<file path="src/rtl/limit_counter.sv">
// limit_counter: up/down counter bounded by a programmable [lo, hi] window.
// A step that would leave the window either wraps to the opposite limit or
// saturates at the limit being crossed. Each crossing raises a one-cycle
// terminal-count pulse (tc) and the sticky overflow flag (ovf).
module limit_counter #(
    parameter int WIDTH    = 8,
    parameter bit SATURATE = 1'b0
) (
    input  logic             clk,
    input  logic             rst,
    input  logic             en,
    input  logic             mode,
    input  logic             load,
    input  logic [WIDTH-1:0] init,
    input  logic [WIDTH-1:0] lo,
    input  logic [WIDTH-1:0] hi,
    input  logic [WIDTH-1:0] step,
    input  logic             clr_ovf,
    output logic [WIDTH-1:0] count,
    output logic             tc,
    output logic             ovf,
    output logic             at_hi,
    output logic             at_lo,
    output logic             cfg_err
);

    // One extra bit keeps count+step and lo+step from wrapping through 2^WIDTH.
    logic [WIDTH:0] count_x;
    logic [WIDTH:0] step_x;
    logic [WIDTH:0] lo_x;
    logic [WIDTH:0] hi_x;
    logic [WIDTH:0] sum_x;
    logic [WIDTH:0] diff_x;
    logic [WIDTH:0] lo_plus_step_x;

    logic             out_of_range;
    logic             step_zero;
    logic             up_cross;
    logic             dn_cross;
    logic             crossing;
    logic [WIDTH-1:0] count_next;
    logic             tc_next;
    logic             ovf_next;

    assign count_x        = {1'b0, count};
    assign step_x         = {1'b0, step};
    assign lo_x           = {1'b0, lo};
    assign hi_x           = {1'b0, hi};
    assign sum_x          = count_x + step_x;
    assign diff_x         = count_x - step_x;
    assign lo_plus_step_x = lo_x + step_x;

    // Status flags, straight from the current count and the live limits.
    assign cfg_err = (lo > hi);
    assign at_hi   = (count == hi);
    assign at_lo   = (count == lo);

    assign out_of_range = (count < lo) || (count > hi);
    assign step_zero    = (step == '0);
    assign up_cross     = (sum_x > hi_x);
    assign dn_cross     = (count_x < lo_plus_step_x);

    // Next-state selection: load beats enable, enable beats hold.
    always_comb begin
        // NOTE: every output of this block gets a default first, so no path
        // through the if/else chain can leave a latch behind.
        count_next = count;
        tc_next    = 1'b0;
        crossing   = 1'b0;

        if (load) begin
            count_next = init;
        end else if (en) begin
            if (cfg_err) begin
                // Window is inverted: freeze until software fixes the limits.
                count_next = count;
            end else if (out_of_range) begin
                // Re-enter the window at the edge we start counting from.
                count_next = mode ? lo : hi;
            end else if (step_zero) begin
                count_next = count;
            end else if (mode) begin
                if (up_cross) begin
                    crossing   = 1'b1;
                    tc_next    = 1'b1;
                    count_next = SATURATE ? hi : lo;
                end else begin
                    count_next = sum_x[WIDTH-1:0];
                end
            end else begin
                if (dn_cross) begin
                    crossing   = 1'b1;
                    tc_next    = 1'b1;
                    count_next = SATURATE ? lo : hi;
                end else begin
                    count_next = diff_x[WIDTH-1:0];
                end
            end
        end
    end

    // Sticky overflow: load clears, a crossing sets (and beats clr_ovf).
    always_comb begin
        ovf_next = ovf;
        if (load) begin
            ovf_next = 1'b0;
        end else if (crossing) begin
            ovf_next = 1'b1;
        end else if (clr_ovf) begin
            ovf_next = 1'b0;
        end
    end

    // State registers with asynchronous active-low reset.
    always_ff @(posedge clk or negedge rst) begin
        // NOTE: all three registers are reset here; rst is in the sensitivity
        // list so the clear happens immediately, not on the next clock edge.
        if (!rst) begin
            count <= '0;
            tc    <= 1'b0;
            ovf   <= 1'b0;
        end else begin
            // NOTE: non-blocking assignments so every register samples the
            // values computed from the same pre-edge state.
            count <= count_next;
            tc    <= tc_next;
            ovf   <= ovf_next;
        end
    end

endmodule

</file>
<file path="config.mk">
export PLATFORM = sky130hd
export DESIGN_NAME = limit_counter
export DESIGN_NICKNAME = d
export VERILOG_FILES = /design/src/rtl/limit_counter.sv
export SDC_FILE = /design/constraint.sdc
export NUM_CORES = 1
export LEC_CHECK = 0
export ABC_AREA = 0
export BUFFER_PORTS_ARGS = -buffer_cell sky130_fd_sc_hd__buf_2
export CORE_MARGIN = 2
export CORE_UTILIZATION = 26
export CTS_CLUSTER_DIAMETER = 30
export CTS_CLUSTER_SIZE = 25
export DETAILED_ROUTE_END_ITERATION = 10
export GPL_TIMING_DRIVEN = 0
export PLACE_DENSITY = 0.47
export SETUP_SLACK_MARGIN = 0.05
export SLEW_MARGIN = 20
export SYNTH_ARGS = -nofsm -noshare
export SYNTH_HDL_FRONTEND = slang
export SYNTH_SLANG_ARGS = --single-unit
</file>
<file path="constraint.sdc">
create_clock -name clk -period 9.96 [get_ports clk]
set_clock_uncertainty 0.2 [all_clocks]
set_input_delay 0.996 -clock clk [delete_from_list [all_inputs] [get_ports clk]]
set_output_delay 0.996 -clock clk [all_outputs]
set_load 0.005 [all_outputs]
</file>
==> After elaboration in Yosys (flattened, before gate mapping) <==
Cells that the tools add are included.
{ "op_classes": {"n_addsub": 3, "mux": 20, "n_reduce_logical": 5, "eq_ne": 4, "magnitude_cmp": 5} }
{ "ops": {"columns": ["op", "n"], "rows": [
  ["$mux 8", 9],
  ["$add 8x8->9", 2],
  ["$eq 8x8->1", 2],
  ["$gt 8x8->1", 2],
  ["$mux 1", 11],
  ["$gt 9x8->1", 1],
  ["$lt 8x9->1", 1],
  ["$logic_not 8->1", 1],
  ["$lt 8x8->1", 1],
  ["$sub 8x8->8", 1],
  ["$ne 3x3->1 const B", 1],
  ["$reduce_and 3->1", 1],
  ["$reduce_bool 3->1", 1],
  ["$ne 2x2->1 const B", 1],
  ["$reduce_bool 2->1", 1],
  ["$logic_or 1x1->1", 1]
]} }
{ "word_totals": {"wordCells": 40, "reg_bits": 10, "output_inout_bits": 13, "inputBits": 38} }

==> Logic depth before layout (Yosys ltp) <==
Gate-level depths: netlist of run 1.
{ "logic_depth": {"depth_word": 11, "depth_mapped": 17, "ltp_nobuf": 16} }

==> Worst setup path before layout of run 1 <==
No wires, ideal clock.
{ "synth_path": {"path_kind": "input port to flip-flop", "from": "in lo[0]", "to": "reg count[4]", "n_path_buf": 1, "setup_time_ps": 87, "slack_ps": 5670, "t_required_ps": 9673, "t_arrival_ps": 4003, "stages": 15, "path_cell_list": "ha_1 fa_1 a211oi_2 o21bai_1 a21oi_1 xor2_1 ha_1 a21o_1 a221oi_1 o21ai_2 and3_1 buf_2 mux2i_1 mux2_2 a211oi_2"} }
{ "synth_between": {"elab_chain_len": 9, "word_cells_on_any_way": 15, "cone_classes": "add/sub: 1; order compare: 3; eq/ne: 2; mux: 7; reduce/logical: 2"} }
{ "synth_lines": {"columns": ["element", "line", "rtl"], "rows": [
  ["start: declaration", "15", "input logic [WIDTH-1:0] lo,"],
  ["$add 8x8->9", "51", "assign lo_plus_step_x = lo_x + step_x;"],
  ["$lt 8x9->1", "61", "assign dn_cross = (count_x < lo_plus_step_x);"],
  ["$mux 8", "91", "if (dn_cross) begin"],
  ["$mux 8", "82", "end else if (mode) begin"],
  ["$mux 8", "80", "end else if (step_zero) begin"],
  ["$mux 8", "77", "end else if (out_of_range) begin"],
  ["$mux 8", "74", "if (cfg_err) begin"],
  ["$mux 8", "73", "end else if (en) begin"],
  ["$mux 8", "71", "if (load) begin"],
  ["end signal: assignment", "125", "count <= count_next;"],
  ["end: declaration", "19", "output logic [WIDTH-1:0] count,"]
]} }
Several ways; a longest one is shown, not always the timed one. The select of a mux whose other input is x is not followed.
A chain may end at the register's enable or synchronous reset.

==> Worst setup path after layout of run 1 <==
{ "layout_path": {"from": "in step[1]", "to": "reg count[2]"} }
{ "layout_between": {"elab_chain_len": 9, "word_cells_on_any_way": 16, "cone_classes": "add/sub: 3; order compare: 2; eq/ne: 1; mux: 8; reduce/logical: 2"} }
{ "layout_lines": {"columns": ["element", "line", "rtl"], "rows": [
  ["start: declaration", "17", "input logic [WIDTH-1:0] step,"],
  ["$add 8x8->9, on equally long branches", "51, 49", null],
  ["$lt 8x9->1 or $gt 9x8->1 (tied branches)", "61, 60", null],
  ["$mux 8, on equally long branches", "91, 83", null],
  ["$mux 8", "82", null],
  ["$mux 8", "80", null],
  ["$mux 8", "77", null],
  ["$mux 8", "74", null],
  ["$mux 8", "73", null],
  ["$mux 8", "71", null]
]} }
Several ways; a longest one is shown, not always the timed one. The select of a mux whose other input is x is not followed.

==> results of run 1 <==
## cells in the mapped netlist, types with 5 or more instances
cell and count:
dfrtp_1 10, a21o_1 10, ha_1 62, nor2_1 19
nand3_1 7, o21bai_1 5, a21oi_1 23, inv_1 38
nor2b_1 5, nand4_1 6, o21ai_0 12, nand2_1 6
and3_1 5, mux2i_1 11, xnor2_1 10
## per-layer routing
metal | up-vias | GRT usage, %
li1 | 1345 | -
met2 | 61 | 28.5
met4 | 0 | 1.28
met1 | 1212 | 21.7
met3 | 6 | 2.12
met5 | - | 0
## final timing paths
path	start	to	cells past startpoint
max in group asynchronous	rst	count[7]	1
hold / removal	ovf	ovf	1
setup reg to reg	count[1]	count[6]	14
min in group asynchronous	rst	count[1]	1
setup / recovery	step[1]	count[2]	18
hold reg to reg	ovf	ovf	1
## stage by stage
stage,util [%],cells
after floorplan,-,329
after global placement,30.8,513
after detailed placement,30.8,513
after CTS,31.3,517
after global routing,31.3,517
final,31.3,517
## area by class of cell
| type | instances | area (um2) |
|---|---|---|
| fill | 1134 | 7120 |
| timing repair buffer | 48 | 240 |
| tap | 136 | 170 |
| sequential | 10 | 250 |
| multi-input combinational | 270 | 2320 |
| clock buffer | 4 | 55.1 |
| buffer | 11 | 65.1 |
| inverter | 38 | 143 |
## registers in the layout (all words and copies together), names as in the netlist
name,cells
count,8
ovf,1
tc,1
## logic make-up after synthesis
family,count (synthesis),synth area share (%)
compound gates,104,29.0
fa+ha+maj,65,30.0
mux,13,4.77
simple gates,74,15.4
xor+xnor,14,4.41
flops,10,8.99
buf+inv,49,7.46
## cells in the final DEF, fill, tap and decap left out, types with 5 or more instances in the layout
cell      instances
a21o_1           10
a21oi_1          23
and3_1            5
buf_2            52
dfrtp_1          10
ha_1             62
inv_1            38
mux2i_1          11
nand2_1           6
nand3_1           7
nand4_1           6
nor2_1           19
nor2b_1           5
o21ai_0          12
o21bai_1          5
xnor2_1          10
## where the power goes
part           switching (mW)  internal, mW
Combinational           0.193         0.152
Sequential             0.0184        0.0479
Clock                  0.0174        0.0349
## critical path: cells and delay by family
family                     cells  cell delay, ns
AOI/OAI and AO/OA              9            1.81
adders and majority gates      2            0.53
and+or+nand+nor                2            0.40
buffers and inverters          2            0.37
muxes                          2            0.25
xor gates and xnor gates       1            0.17
==> summary.txt, run 1 <==
Outcome
  – Status: finished, final reports clean

Setup path
  – CP max stage cell: a221o_1
  – Critical path startpoint category: input pin
  – CP Max Fanout: 7
  – Critical Path, Cell by Cell: buf_2 > ha_1 > a21o_1 > a21oi_1 > o21bai_1 > a21oi_1 > o21bai_1 > a21oi_1 > xor2_1 > ha_1 > and3_1 > a221oi_1 > o21ai_2 > and3_1 > buf_2 > mux2i_1 > mux2i_1 > a221o_1
  – WP data required: 9.88 ns
  – R2R setup slack: 5.83 ns
  – Max incr delay on CP: 0.33 ns
  – Crit path arrival time: about 4.5 ns
  – Crit-path most repeated cell: a21oi_1
  – Critical path capture point type: register
  – Critical path class: input pin to register

Timing
  – Worst relative slew slack: 53.0%
  – Unrepaired setup endpoints after global routing: no
  – Fin Setup TNS: 0 ns
  – Worst Tran Pin Value: between 0.6 and 0.7 ns
  – Fmax: 0.217 GHz
  – Final hold vios: 0
  – Final worst slack: about 5.3 ns
  – Max-slew violation count: 0
  – Final hold slack: between 0.2 and 0.3 ns
  – Final worst path period share: ~46%
  – Finish-stage setup viols: 0
  – Crit path time final: 4.61 ns

Drt
  – Drt total wl: 8960 um
  – DRC viols: 0
  – WL met1: 4290 um
  – Detailed-route via count: ~2600
  – Routed len/inst: 17.3 um
  – Post-DRT Antenna Nets: 0
  – First DRT Iteration DRCs: 90
  – Drt pass-1 iters: 4
  – Metal3 WL: 311 um
  – Max layer used: met4
  – Metal2 WL: 4260 um
  – Vias per inst: 5.08

Clock network
  – Hold buffer count at cts: 0
  – CTS Sinks: 10
  – H-tree Lvls: 1
  – Clock Tree Buf Depth: 2
  – Setup bufs post-CTS: 0
  – Clk slew on worst S/H paths: 0.05 ns
  – Clk_lat worst skew: 0.24 ns
  – Num CTS Buffers: 3
  – CTS tree: done
  – Root buffer cell: clkbuf_8
  – Post-CTS resize count: 0

Yosys
  – #FFs+latches synth: 10
  – Synth unique cells: 67
  – Post-synthesis average cell area: ~8.5 um2
  – Net Count, Synth: about 430
  – Post-Synthesis Cell Area: around 2800 um2
  – Synth top area cells: ha_1, dfrtp_1, inv_1
  – Biggest area consumer among synthesized cells: ha_1
  – Number of flops mapped to enable cells by yosys: 0
  – Async S/R FF share, synth: 100%
  – Most common flop cell mapped by yosys: dfrtp_1
  – YS warnings: 0
  – Synth top area share: 27.9%
  – Register area share after synthesis: 8.99%
  – Mapped Cells: 329

Die
  – Chip Width: 107 um
  – Core Rows: 37
  – Initial Utilization: between 20% and 30%
  – CORE AREA: 10400 um2
  – Full die area: 11500 um2
  – IO Count: 51
  – Die Height: 107 um

Place
  – Port Buf Inserts: 48
  – GPL Wtd Cong: 0.847
  – Pre-CTS setup slack: between 5 and 6 ns
  – Area after DPL: roughly 3200 um2
  – Post-DP HPWL: 7660 um

GRT
  – GRT Residual Overflow: 0
  – First-pass GRT wire length: ~15000 um
  – Vias in the first global route: 2641
  – Initial antenna violation count: 0
  – Largest net degree at the start of global routing: 11
  – Total track usage: between 10% and 20%

Finish
  – Layout cells sized above 1: 20.7%
  – Total inserted antenna cells: 0
  – Fin nets: 485
  – Fin area: 3250 um2
  – Area Overhead vs Synth: 16.7%

Run
  – # Max-Cap Violations: 0

Power and ir drop
  – Final total power: 0.464 mW
  – Worst ir drop on vdd: 0.0600 mV
  – Leakage power: 1.56 nW
  – Power per cell area: approximately 140 nW/um2

Worst hold path
  – HP Class: register to register
Power figures use the tool's default switching activity.
==> inputs of run 2 (changes only) <==
--- a/config.mk
+++ b/config.mk
@@ -13,7 +13,7 @@
 export CTS_CLUSTER_SIZE = 25
 export DETAILED_ROUTE_END_ITERATION = 10
 export GPL_TIMING_DRIVEN = 0
-export PLACE_DENSITY = 0.47
+export PLACE_DENSITY = 0.49
 export SETUP_SLACK_MARGIN = 0.05
 export SLEW_MARGIN = 20
 export SYNTH_ARGS = -nofsm -noshare
==> constraint.sdc (replaced) <==
create_clock -name clk -period 4.06 [get_ports clk]
set_clock_uncertainty 0.2 [all_clocks]
set_input_delay 0.406 -clock clk [delete_from_list [all_inputs] [get_ports clk]]
set_output_delay 0.406 -clock clk [all_outputs]
set_load 0.005 [all_outputs]
==> run 2 against run 1 <==
Net effect:
- first-iteration DRC count increased by 87%
- critical path depth down 3
- worst setup slack worse by 5.2 ns
- worst hold slack worse by 0.073 ns
- core utilization grew 2.1 points
- sequential cell count stayed put
- critical endpoint unchanged
- largest cell class unchanged
==> summary.txt, run 2 (synthesis results as in run 1) <==
Setup path
  – Max incr delay on CP: 0.44 ns
  – CP Max Fanout: 5
  – Crit path arrival time: 3.78 ns
  – Critical path capture point type: register
  – Crit Reg-Reg Endpoint: count[2]
  – CP max stage cell: dfrtp_2
  – Reg2Reg Depth: 15
  – R2R setup slack: 0.19 ns
  – WP data required: 3.97 ns
  – Critical Path, Cell by Cell: ha_1 > fa_2 > nand2b_4 > a21oi_1 > nor2_1 > xor2_2 > ha_1 > a211oi_1 > o21ai_0 > o21ai_2 > and3_1 > buf_6 > mux2i_1 > mux2i_1 > a221o_1
  – Critical path startpoint category: register
  – R2r startpoint: count[0]
  – Critical path class: register to register

Finish
  – Total inserted antenna cells: 0
  – Largest registers: count: 8 flops, ovf: 1 flops, tc: 1 flops
  – Most common cell after layout, fill and taps aside: ha_1
  – Layout cells sized above 1: between 20% and 30%
  – Largest Register: count
  – Fin area: around 3500 um2
  – FF+latch area: between 200 and 300 um2
  – Fin nets: 496
  – Commonest cells after routing, fill and taps aside: ha_1, buf_2, inv_1, a21oi_1, nor2_1
  – Area Overhead vs Synth: 24.4%
  – Final core occ: 33.4%
  – Multi-input gate area in the final layout: 2440 um2
  – Max FFs per register: 8
  – Fill cell count: 1130

Power and ir drop
  – Final total power: 1.25 mW
  – Leakage power: 1.64 nW
  – Worst ir drop on vdd: 0.0903 mV
  – Power per cell area: 361 nW/um2

Timing
  – Crit path time final: 3.87 ns
  – Finish-stage setup viols: 0
  – Final hold vios: 0
  – Final worst slack: 0.189 ns
  – Final hold slack: between 0.2 and 0.25 ns
  – Final worst path period share: between 90% and 100%
  – Worst relative slew slack: slightly below 40%
  – Fmax: 0.258 GHz
  – Unrepaired setup endpoints after global routing: no
  – Worst Tran Pin Value: 0.900 ns
  – Max-slew violation count: 0

Outcome
  – Status: finished, final reports clean

GRT
  – Initial antenna violation count: 0
  – First-pass GRT wire length: 15100 um
  – Total track usage: 17.2%
  – GRT Residual Overflow: 0
  – Largest net degree at the start of global routing: 11
  – Vias in the first global route: 2755

Die
  – Core Rows: 37
  – Full die area: 11500 um2
  – Initial Utilization: a little over a quarter
  – Chip Width: 107 um
  – CORE AREA: 10400 um2
  – IO Count: between 50 and 60
  – Die Height: about 110 um

Drt
  – Drt pass-1 iters: 4
  – Routed len/inst: 18.7 um
  – First DRT Iteration DRCs: 168
  – Drt total wl: 9850 um
  – Vias per inst: 5.21
  – DRC viols: 0
  – Post-DRT Antenna Nets: 0
  – Detailed-route via count: about 2800

Clock network
  – H-tree Lvls: 1
  – Root buffer cell: clkbuf_8
  – Clk slew on worst S/H paths: 0.05 ns
  – CTS tree: done
  – Clk_lat worst skew: 0.23 ns
  – Clock Tree Buf Depth: 2
  – Num CTS Buffers: 3
  – CTS Sinks: 10

Worst hold path
  – Hold depth: 2
  – HP Class: input pin to register
  – Hold Path Origin: init[1]
  – Hold EP: count[1]

Place
  – Area after DPL: 3190 um2
  – Port Buf Inserts: 48
  – GPL Wtd Cong: 0.922
  – Post-DP HPWL: 8040 um
  – Pre-CTS setup slack: -0.337 ns

Run
  – # Max-Cap Violations: 0
==> run 2: metal layers <==
| metal | vias up | global-route usage, % | part of all wire (%) |
|---|---|---|---|
| met1 | 1305 | 23.0 | 45 |
| met5 | - | 0 | 0 |
| met2 | 75 | 30.7 | 48 |
| li1 | 1365 | - | - |
| met3 | 6 | 1.69 | 5.8 |
| met4 | 0 | 2.20 | 1.0 |
==> run 2: area by class of cell <==
type | instances | share of cell area (%)
multi-input cells | 270 | 70.4
plain buffers | 10 | 1.77
flip-flops and latches | 10 | 7.41
inverters | 38 | 4.12
repair buffers | 60 | 9.76
well taps | 136 | 4.92
clock buffers | 4 | 1.59
==> run 2: worst max-delay path by stage <==
stage | startpoint | to | slack [ns]
2_1_floorplan | lo[0] | count[4] | 0.36
5_1_grt | count[2] | count[7] | 0.04
6_report | count[0] | count[2] | 0.19
3_5_place_dp | lo[1] | count[5] | -0.34
4_1_cts | step[1] | count[5] | 0.02
3_3_place_gp | lo[1] | count[3] | -0.34
==> run 2: metrics by stage <==
stage / std cells / TNS [ns]
6_report: 528 / 0
5_1_grt: 528 / 0
4_1_cts: 518 / 0
3_5_place_dp: 513 / -1.88
3_3_place_gp: 513 / -1.79
2_1_floorplan: 329 / 0
==> run 2: what timing repair did <==
action / in CTS / in global routing
hold endpoints to repair: 10 / 0
resized for setup: 12 / 19
hold buffers: 1 / 0
setup buffers: 0 / 11
pin swaps: 0 / 15
setup endpoints to repair: 8 / 10
==> run 2: critical path: cells and delay by family (launching register included) <==
| kind | cells | cell delay, ns |
|---|---|---|
| DFF | 1 | 0.44 |
| and+or+nand+nor | 3 | 0.48 |
| adders and majority gates | 3 | 0.94 |
| muxes | 2 | 0.34 |
| AOI/OAI and AO/OA | 5 | 0.97 |
| buffers and inverters | 1 | 0.12 |
| xor gates and xnor gates | 1 | 0.25 |
==> run 2: power by group <==
| group | internal (mW) | switching, mW |
|---|---|---|
| combinational | 0.429 | 0.531 |
| clock | 0.0852 | 0.0385 |
| sequential | 0.120 | 0.0469 |
